--- src/rtl/decode_stage_pkg.sv ---
// Shared decode definitions: the decoded-instruction record, the control bundle,
// opcode constants and the register-index geometry used across decode.
package decode_stage_pkg;

  localparam int XLEN  = 32;
  localparam int RADDR = 6;
  localparam logic [RADDR-1:0] ZERO_REG = '0;

  localparam logic [6:0] OP_LOAD   = 7'b0000011;
  localparam logic [6:0] OP_FLW    = 7'b0000111;
  localparam logic [6:0] OP_IMM    = 7'b0010011;
  localparam logic [6:0] OP_AUIPC  = 7'b0010111;
  localparam logic [6:0] OP_STORE  = 7'b0100011;
  localparam logic [6:0] OP_FSW    = 7'b0100111;
  localparam logic [6:0] OP_REG    = 7'b0110011;
  localparam logic [6:0] OP_LUI    = 7'b0110111;
  localparam logic [6:0] OP_FP     = 7'b1010011;
  localparam logic [6:0] OP_BRANCH = 7'b1100011;
  localparam logic [6:0] OP_JALR   = 7'b1100111;
  localparam logic [6:0] OP_JAL    = 7'b1101111;

  typedef enum logic [3:0] {
    ALU_ADD, ALU_SUB, ALU_SLL, ALU_SLT, ALU_SLTU, ALU_XOR,
    ALU_SRL, ALU_SRA, ALU_OR, ALU_AND, ALU_LUI, ALU_FP
  } alu_op_e;

  typedef struct packed {
    logic    reg_write;
    logic    mem_read;
    logic    mem_write;
    logic    branch;
    logic    jump;
    logic    alu_imm;
    logic    rd_fp;
    logic    rs0_fp;
    logic    rs1_fp;
    alu_op_e alu_op;
  } ctrl_t;

  typedef struct packed {
    ctrl_t            control;
    logic [XLEN-1:0]  imm;
    logic [RADDR-1:0] rs0;
    logic [RADDR-1:0] rs1;
    logic [RADDR-1:0] rd;
    logic [XLEN-1:0]  pc;
  } Inst;

  localparam Inst NOP_INST = '0;

  function automatic alu_op_e alu_decode(input logic [2:0] funct3, input logic alt);
    case (funct3)
      3'b000:  return alt ? ALU_SUB : ALU_ADD;
      3'b001:  return ALU_SLL;
      3'b010:  return ALU_SLT;
      3'b011:  return ALU_SLTU;
      3'b100:  return ALU_XOR;
      3'b101:  return alt ? ALU_SRA : ALU_SRL;
      3'b110:  return ALU_OR;
      default: return ALU_AND;
    endcase
  endfunction

endpackage

--- src/rtl/fwd_mux.sv ---
// Priority operand selector: the lowest-indexed valid source whose destination
// matches rs wins; register index 0 never forwards.
module fwd_mux #(
  parameter int NUM_SRC = 2,
  parameter int DATA_W  = 32,
  parameter int ADDR_W  = 6
) (
  input  logic [ADDR_W-1:0]         rs,
  input  logic [DATA_W-1:0]         rf_data,
  input  logic [NUM_SRC-1:0]        fwd_valid,
  input  logic [NUM_SRC*ADDR_W-1:0] fwd_rd,
  input  logic [NUM_SRC*DATA_W-1:0] fwd_data,
  output logic [DATA_W-1:0]         data
);

  // Scanning from the oldest source down lets the youngest match overwrite last.
  always_comb begin
    data = rf_data;
    for (int i = NUM_SRC - 1; i >= 0; i--) begin
      if (fwd_valid[i] && fwd_rd[i*ADDR_W +: ADDR_W] == rs && rs != '0)
        data = fwd_data[i*DATA_W +: DATA_W];
    end
  end

endmodule

--- src/rtl/immgen.sv ---
// Immediate generator: sign-extended immediate for every RV32 encoding format.
module immgen
  import decode_stage_pkg::*;
(
  input  logic [31:0]     instr,
  output logic [XLEN-1:0] imm
);

  always_comb begin
    // NOTE: a default before the case keeps every path assigned, so no latch is inferred.
    imm = '0;
    case (instr[6:0])
      OP_IMM, OP_LOAD, OP_JALR, OP_FLW:
        imm = {{20{instr[31]}}, instr[31:20]};
      OP_STORE, OP_FSW:
        imm = {{20{instr[31]}}, instr[31:25], instr[11:7]};
      OP_BRANCH:
        imm = {{19{instr[31]}}, instr[31], instr[7], instr[30:25], instr[11:8], 1'b0};
      OP_LUI, OP_AUIPC:
        imm = {instr[31:12], 12'b0};
      OP_JAL:
        imm = {{11{instr[31]}}, instr[31], instr[19:12], instr[20], instr[30:21], 1'b0};
      default: imm = '0;
    endcase
  end

endmodule

--- src/rtl/single_cycle_control.sv ---
// Main control decoder: opcode to control bundle, including which register
// fields address the float file.
module single_cycle_control
  import decode_stage_pkg::*;
(
  input  logic [31:0] instr,
  output ctrl_t       ctrl
);

  logic [6:0] opcode;
  logic       alt;

  assign opcode = instr[6:0];
  // instr[30] selects SUB/SRA only where it is not part of an immediate.
  assign alt    = instr[30] && (opcode == OP_REG || instr[14:12] == 3'b101);

  always_comb begin
    ctrl        = '0;
    ctrl.alu_op = ALU_ADD;
    case (opcode)
      OP_IMM: begin
        ctrl.reg_write = 1'b1;
        ctrl.alu_imm   = 1'b1;
        ctrl.alu_op    = alu_decode(instr[14:12], alt);
      end
      OP_REG: begin
        ctrl.reg_write = 1'b1;
        ctrl.alu_op    = alu_decode(instr[14:12], alt);
      end
      OP_LOAD, OP_FLW: begin
        ctrl.reg_write = 1'b1;
        ctrl.mem_read  = 1'b1;
        ctrl.alu_imm   = 1'b1;
        ctrl.rd_fp     = (opcode == OP_FLW);
      end
      OP_STORE, OP_FSW: begin
        ctrl.mem_write = 1'b1;
        ctrl.alu_imm   = 1'b1;
        ctrl.rs1_fp    = (opcode == OP_FSW);
      end
      OP_BRANCH: begin
        ctrl.branch = 1'b1;
        ctrl.alu_op = ALU_SUB;
      end
      OP_JAL, OP_JALR: begin
        ctrl.reg_write = 1'b1;
        ctrl.jump      = 1'b1;
        ctrl.alu_imm   = (opcode == OP_JALR);
      end
      OP_LUI: begin
        ctrl.reg_write = 1'b1;
        ctrl.alu_imm   = 1'b1;
        ctrl.alu_op    = ALU_LUI;
      end
      OP_AUIPC: begin
        ctrl.reg_write = 1'b1;
        ctrl.alu_imm   = 1'b1;
      end
      OP_FP: begin
        ctrl.reg_write = 1'b1;
        ctrl.rd_fp     = 1'b1;
        ctrl.rs0_fp    = 1'b1;
        ctrl.rs1_fp    = 1'b1;
        ctrl.alu_op    = ALU_FP;
      end
      default: ;
    endcase
  end

endmodule

--- src/rtl/decode_stage.sv ---
// Registered decode stage between fetch and execute: decode, register read,
// operand forwarding, load-use stall and flush, with valid/ready on both sides.
module decode_stage
  import decode_stage_pkg::*;
#(
  parameter int NUM_FWD = 2,
  parameter int CNT_W   = 32
) (
  input  logic                     clk,
  input  logic                     rstn,
  input  logic                     in_valid,
  output logic                     in_ready,
  input  logic [XLEN-1:0]          in_pc,
  input  logic [31:0]              in_instr,
  input  logic                     flush,
  output logic [RADDR-1:0]         rs0,
  output logic [RADDR-1:0]         rs1,
  input  logic [XLEN-1:0]          rs0data,
  input  logic [XLEN-1:0]          rs1data,
  input  logic [NUM_FWD-1:0]       fwd_valid,
  input  logic [NUM_FWD*RADDR-1:0] fwd_rd,
  input  logic [NUM_FWD*XLEN-1:0]  fwd_data,
  input  logic                     ld_pending,
  input  logic [RADDR-1:0]         ld_rd,
  output logic                     out_valid,
  input  logic                     out_ready,
  output Inst                      out_inst,
  output logic [XLEN-1:0]          out_rdata0,
  output logic [XLEN-1:0]          out_rdata1,
  output logic [CNT_W-1:0]         stall_cnt
);

  ctrl_t            ctrl;
  logic [XLEN-1:0]  imm;
  logic [XLEN-1:0]  op0;
  logic [XLEN-1:0]  op1;
  logic [RADDR-1:0] rd;
  logic             hz;
  logic             accept;
  logic             stall;

  single_cycle_control u_ctrl (.instr(in_instr), .ctrl(ctrl));
  immgen               u_imm  (.instr(in_instr), .imm(imm));

  assign rs0 = {ctrl.rs0_fp, in_instr[19:15]};
  assign rs1 = {ctrl.rs1_fp, in_instr[24:20]};
  assign rd  = {ctrl.rd_fp,  in_instr[11:7]};

  fwd_mux #(.NUM_SRC(NUM_FWD), .DATA_W(XLEN), .ADDR_W(RADDR)) u_fwd0 (
    .rs(rs0), .rf_data(rs0data), .fwd_valid(fwd_valid),
    .fwd_rd(fwd_rd), .fwd_data(fwd_data), .data(op0)
  );

  fwd_mux #(.NUM_SRC(NUM_FWD), .DATA_W(XLEN), .ADDR_W(RADDR)) u_fwd1 (
    .rs(rs1), .rf_data(rs1data), .fwd_valid(fwd_valid),
    .fwd_rd(fwd_rd), .fwd_data(fwd_data), .data(op1)
  );

  // Conservative: rs1 is compared even for opcodes that never read it.
  assign hz       = in_valid && ld_pending && (ld_rd != ZERO_REG)
                    && (ld_rd == rs0 || ld_rd == rs1);
  assign in_ready = !hz && (!out_valid || out_ready);
  assign accept   = in_valid && in_ready && !flush;
  assign stall    = in_valid && !in_ready && !flush;

  // NOTE: registers use non-blocking assignment so every flop samples pre-edge values.
  always_ff @(posedge clk or negedge rstn) begin
    if (!rstn)                   out_valid <= 1'b0;
    else if (accept)             out_valid <= 1'b1;
    else if (flush || out_ready) out_valid <= 1'b0;
  end

  // Payload loads only on accept, so it stays bit-stable under backpressure.
  always_ff @(posedge clk or negedge rstn) begin
    if (!rstn) begin
      out_inst   <= NOP_INST;
      out_rdata0 <= '0;
      out_rdata1 <= '0;
    end else if (accept) begin
      out_inst   <= '{control: ctrl, imm: imm, rs0: rs0, rs1: rs1, rd: rd, pc: in_pc};
      out_rdata0 <= op0;
      out_rdata1 <= op1;
    end
  end

  always_ff @(posedge clk or negedge rstn) begin
    if (!rstn)
      stall_cnt <= '0;
    else if (stall && stall_cnt != {CNT_W{1'b1}})
      stall_cnt <= stall_cnt + 1'b1;
  end

endmodule

--- config.mk ---
export PLATFORM = sky130hd
export DESIGN_NAME = decode_stage
export DESIGN_NICKNAME = d
export VERILOG_FILES = /design/src/rtl/decode_stage_pkg.sv /design/src/rtl/fwd_mux.sv /design/src/rtl/immgen.sv /design/src/rtl/single_cycle_control.sv /design/src/rtl/decode_stage.sv
export SDC_FILE = /design/constraint.sdc
export NUM_CORES = 1
export LEC_CHECK = 0
export ABC_AREA = 1
export CORE_MARGIN = 2
export CORE_UTILIZATION = 30
export CTS_CLUSTER_DIAMETER = 30
export CTS_CLUSTER_SIZE = 20
export DETAILED_ROUTE_END_ITERATION = 10
export HOLD_SLACK_MARGIN = 0.05
export PLACE_DENSITY = 0.66
export SYNTH_ARGS = -nofsm -noshare
export SYNTH_HDL_FRONTEND = slang
export SYNTH_SLANG_ARGS = --single-unit
export TNS_END_PERCENT = 20
--- constraint.sdc ---
create_clock -name clk -period 2.3 [get_ports clk]
set_input_delay 0.46 -clock clk [delete_from_list [all_inputs] [get_ports clk]]
set_output_delay 0.46 -clock clk [all_outputs]
set_load 0.05 [all_outputs]
# Word-level counts from Yosys, hierarchy flattened
# Index checks and enable logic that the tools add are counted.
# totals
regBits	192
inputBits	218
out_inout_bits	205
word_cells	104
# op_classes
add_sub_neg	1
n_eq_ne	25
muxes	20
n_reduce_logical	39
# op_table
operator	n
$pmux 32 s5	1
$mux 32	4
$eq 6x6->1	6
$add 32x1->32 const B	1
$ne 32x32->1 const B	1
$eq 7x6->1 const B	4
$eq 7x7->1 const B	4
$pmux 4 s7	1
$logic_and 1x1->1	18
$reduce_bool 6->1	3
$pmux 4 s4	1
$eq 7x5->1 const B	2
$mux 1	10
$reduce_or 2->1	5
$eq 3x3->1 const B	3
$reduce_or 9->1	1
$eq 7x2->1 const B	1
$eq 7x3->1 const B	1
$reduce_or 7->1	1
$eq 3x2->1 const B	2
$pmux 1 s2	3
$logic_not 1->1	4
$logic_or 1x1->1	4
$reduce_or 4->1	1
3 further kinds	3

# Longest topological paths before layout
# depth
ltp_word	12
depth_mapped	17
mapped_depth_nobuf	14

# Hierarchy
# Synthesis repeated with hierarchy kept, for this count alone.
# unflattened
hier_cells	1925
area_unflattened_um2	12583.3
# by_module_without_submodules
mod	n_inst	cells_per_inst	area_per_inst_um2	seq_area_each_um2
decode_stage	1	1090	8757.1	4729.5
fwd_mux	2	300	1371.3	0.0
immgen	1	169	788.3	0.0
single_cycle_control	1	66	295.3	0.0

# Least setup slack after synthesis
# No wires, ideal clock.
# synth_path
kind	reg-to-reg
startpoint	register stall_cnt[0]
endpoint	register stall_cnt[26]
setup_ps	66
t_arrival_ps	2224
required_time_ps	2234
slack_ps	10
path_stages_with_launch	13
n_path_buf	2
synth_period_minus_slack_ps	2290
path_cell_list	dfrtp_1 ha_1 nand2_1 nor2_2 nand2_2 nor2_1 nand4_1 or2_0 clkbuf_1 nand3_2 buf_6 nand2_1 nand2_1
# synth_via
elab_chain_len	2
word_cells_on_any_way	3
cone_classes	1 x add/sub; 1 x eq/ne; 1 x reduce/logical
# synth_rtl
item	line_no	text
from (decl)	decode_stage.sv:30	output logic [CNT_W-1:0] stall_cnt
from (signal assigned)	decode_stage.sv:90	stall_cnt <= stall_cnt + 1'b1;
parallel branches: the longest is 2 deep, another holds $add 32x1->32	--	
# Several ways; the timed one is not identified.
# A chain may end at the register's enable or synchronous reset.

# Worst setup path after layout
# layout_path
startpoint	register stall_cnt[9]
endpoint	output port stall_cnt[9]
# No word-level cell between the ends.

==> metrics.csv <==
stage,metric,value,unit
yosys,ys_top_cells_by_area,"dfrtp_1 41%, nand2_1 27%, nand4_1 7.6%",
placement,routabilityCongestion,0.9601,
critical_path,rr_worst_depth,10,
sta,fin_ws,62.83,ps
yosys,synth_area,11440,um2
placement,port_buffers,422,
clock_tree,numCtsBuffers,17,
global_routing,grt.overflow.total,0,
critical_path,endpoint_kind,primary output,
drt,drtIter0Drc,863,
worst_hold_path,holdCritPathClass,input pin to register,
power,leakagePower,0.009166,uW
drt,drt_wl_total,48540,um
drt,vias,13200,
yosys,yosys.area.top_type,dfrtp_1,
global_routing,grt_max_degree,82,
critical_path,crit_fanout,4,
power,switching_share,37.61,%
yosys,synth_top_area_share,41.36,%
power,combPwrFrac,35.1,%
yosys,synth_area_per_cell,6.832,um2
finish,multiInputGateArea,5655,um2
finish,final_common_cell,nand2_1,
sta,hold_viol_final,0,
clock_tree,h-tree-depth,4,
critical_path,cp_cell_sequence,"buf_4, clkdlybuf4s50_1",
floorplan,die_w,199.2,um
power,ir_worst_vdd,415.7,uV
critical_path,arrival,1780,ps
clock_tree,cts.sinks,189,
floorplan,core,37580,um2
clock_tree,cts_tree,yes,
sta,setup_viol,0,
global_routing,grt_pass1_vias,13030,
finish,layout.nets,2384,
critical_path,crit_type,register to primary output,
finish,final_core_util,47.92,%
critical_path,crit_path_max_incr_delay,820,ps
global_routing,antenna_found_initial,6,
power,p_switching,4116,uW
critical_path,r2r_setup_slack,240,ps
floorplan,die_height,199.2,um
floorplan,num_rows,71,
clock_tree,clkTransAtPathRegs,70,ps
sta,finalCritPeriodShare,97.27,%
critical_path,timing.rr.start,stall_cnt[6]$_DFFE_PN0P_,
clock_tree,clk_path_buf_depth,2,
finish,regArea,4730,um2
placement,place_area,17300,um2
sta,slew_headroom,56.72,%
sta,slew_violations,0,
drt,drt-pass1-iter-count,5,
placement,dpl.hpwl,37250,um
yosys,syn-num-nets,1893,
yosys,ys_ff_latch,189,
sta,finalCriticalPeriod,2237,ps
finish,drive_above_1_share,11.80,%
global_routing,grt_usage,24.36,%
yosys,ys_types,38,
sta,final.setup.tns,0,ps
floorplan,start_util,30.43,%
power,power_frac_clock,29.3,%
power,seq_power_share,35.7,%
global_routing,grt_pass1_wl,74180,um
clock_tree,root_buffer,clkbuf_16,
sta,max_slew.worst_pin.slew,647.2,ps
worst_hold_path,min_to,out_inst[93]$_DFFE_PN0P_,
finish,area_delta_synth_final,57.47,%
drt,wl_per_cell,18.02,um
drt,drtAntennaViolNets,0,
sta,rsz0062_at_grt,true,
power,internal_power,6829,uW
critical_path,crit_buf_inv,2,
critical_path,r2r-end,stall_cnt[14]$_DFFE_PN0P_,
sta,finClkSkew,10.14,ps
run_status,status,completed,
yosys,synthCells,1674,
floorplan,pin_count,423,
finish,final_cell_mix,"812 x nand2_1, 371 x clkdlybuf4s50_1, 189 x dfrtp_1, 141 x buf_4, 139 x nand4_1",
power,p_per_area,607.8,nW/um2
floorplan,dieArea,39700,um2
worst_hold_path,hold_depth,4,
placement,place_ws,-433.1,ps
sta,fmax,447.0,MHz
run,max-cap-violations,0,
critical_path,crit_path_top_delay_cell,clkdlybuf4s50_1,
drt,drc_errors,0,
drt,vias_per_cell,4.899,
critical_path,critical_path.top_delay_family,buffers and inverters,
critical_path,worstSetupStartpointType,register,
finish,fill_cells,3748,
yosys,yosys_warnings,0,
critical_path,cp.required,1840,ps
clock_tree,insertion_delay,460,ps
worst_hold_path,min_from,in_instr[4],
finish,final_area,18010,um2
yosys,ys_seq_area_share,41.36,%
-- final cells by class --
class	count	area share [%]
clock buffer	18	2.383
sequential	189	26.26
multi-input combinational	1252	31.40
clock inverter	14	1.021
inverter	120	2.536
timing repair buffer	585	32.77
antenna	5	0.06948
tap	511	3.550
-- stage by stage --
step                power, uW  instances  hold WS, ps
floorplan                6015       1674        164.4
global placement         7778       2649        459.7
detailed placement       7804       2649        464.1
CTS                     11040       2688        482.9
global route            11430       2693        463.0
finish                  10950       2694        438.9
-- flip-flops by register name (all words and copies together), names as in the netlist --
signal / cells
out_rdata1: 32
stall_cnt: 32
out_rdata0: 32
out_inst: 92
out_valid: 1
-- routing by layer --
metal / GRT usage (%) / up-vias / wire (um)
li1: - / 6330 / -
met1: 30.97 / 6118 / 20630
met2: 39.11 / 647 / 21700
met3: 6.447 / 98 / 4558
met4: 10.14 / 4 / 1617
met5: 0 / - / 27
-- synth_stat cells (all sizes together) --
library cell	count
o221ai	1
nand3b	3
nand3	99
or2	4
nor2b	1
buf	68
nand4	139
a21boi	2
o2111ai	3
xnor2	21
o22ai	1
o211ai	3
a31oi	1
ha	1
nand2	822
a21oi	11
o21ai	46
nor4	1
xor2	17
nor3	14
and3	1
nor2	59
a22oi	1
dfrtp	189
clkbuf	45
clkinv	1
inv	119
nor3b	1
-- kinds of logic (layout without fill, tap and decap cells) --
kind of cell / after synthesis / count (layout) / synth area share (%)
other: 0 / 5 / 0
AOI/OAI and AO/OA: 69 / 69 / 3.337
buffers and inverters: 233 / 737 / 9.803
xor gates and xnor gates: 38 / 38 / 2.910
adders and majority gates: 1 / 1 / 0.1094
and+or+nand+nor: 1144 / 1144 / 42.48
DFF: 189 / 189 / 41.36
-- worst register-to-register path: cells and delay by family (launching register included) --
kind                   cells  cell delay (ps)
buffers and inverters      1              240
AND/OR/NAND/NOR            9             1290
flip-flops                 1              460
-- worst max path at each step --
stage                                   from                         to  slack (ps)  cells past startpoint
floorplan           stall_cnt[0]$_DFFE_PN0P_  stall_cnt[26]$_DFFE_PN0P_          10                     12
CTS                              in_instr[4]                   in_ready         0.7                     13
finish              stall_cnt[9]$_DFFE_PN0P_               stall_cnt[9]          60                      2
global route                     in_instr[5]                   in_ready         -40                     13
detailed placement               in_instr[1]  stall_cnt[23]$_DFFE_PN0P_        -430                     16
global placement                 in_instr[0]  stall_cnt[26]$_DFFE_PN0P_        -390                     16
-- power by group through the flow --
stage               Sequential [uW]  Combinational [uW]  Clock, uW
floorplan                      5220                 792          0
global placement               3960                3820          0
detailed placement             3960                3840          0
CTS                            3910                3850       3280
global route                   3940                4070       3410
finish                         3900                3840       3200
-- repair_timing --
action                     CTS  global route
pin swaps                   10             6
hold endpoints to repair    52             0
resized for setup           38            11
cloned                       0             0
setup buffers                6             1
setup endpoints to repair    5            10
hold buffers                 1             0
Note: power is estimated with default switching activity, not from simulation.
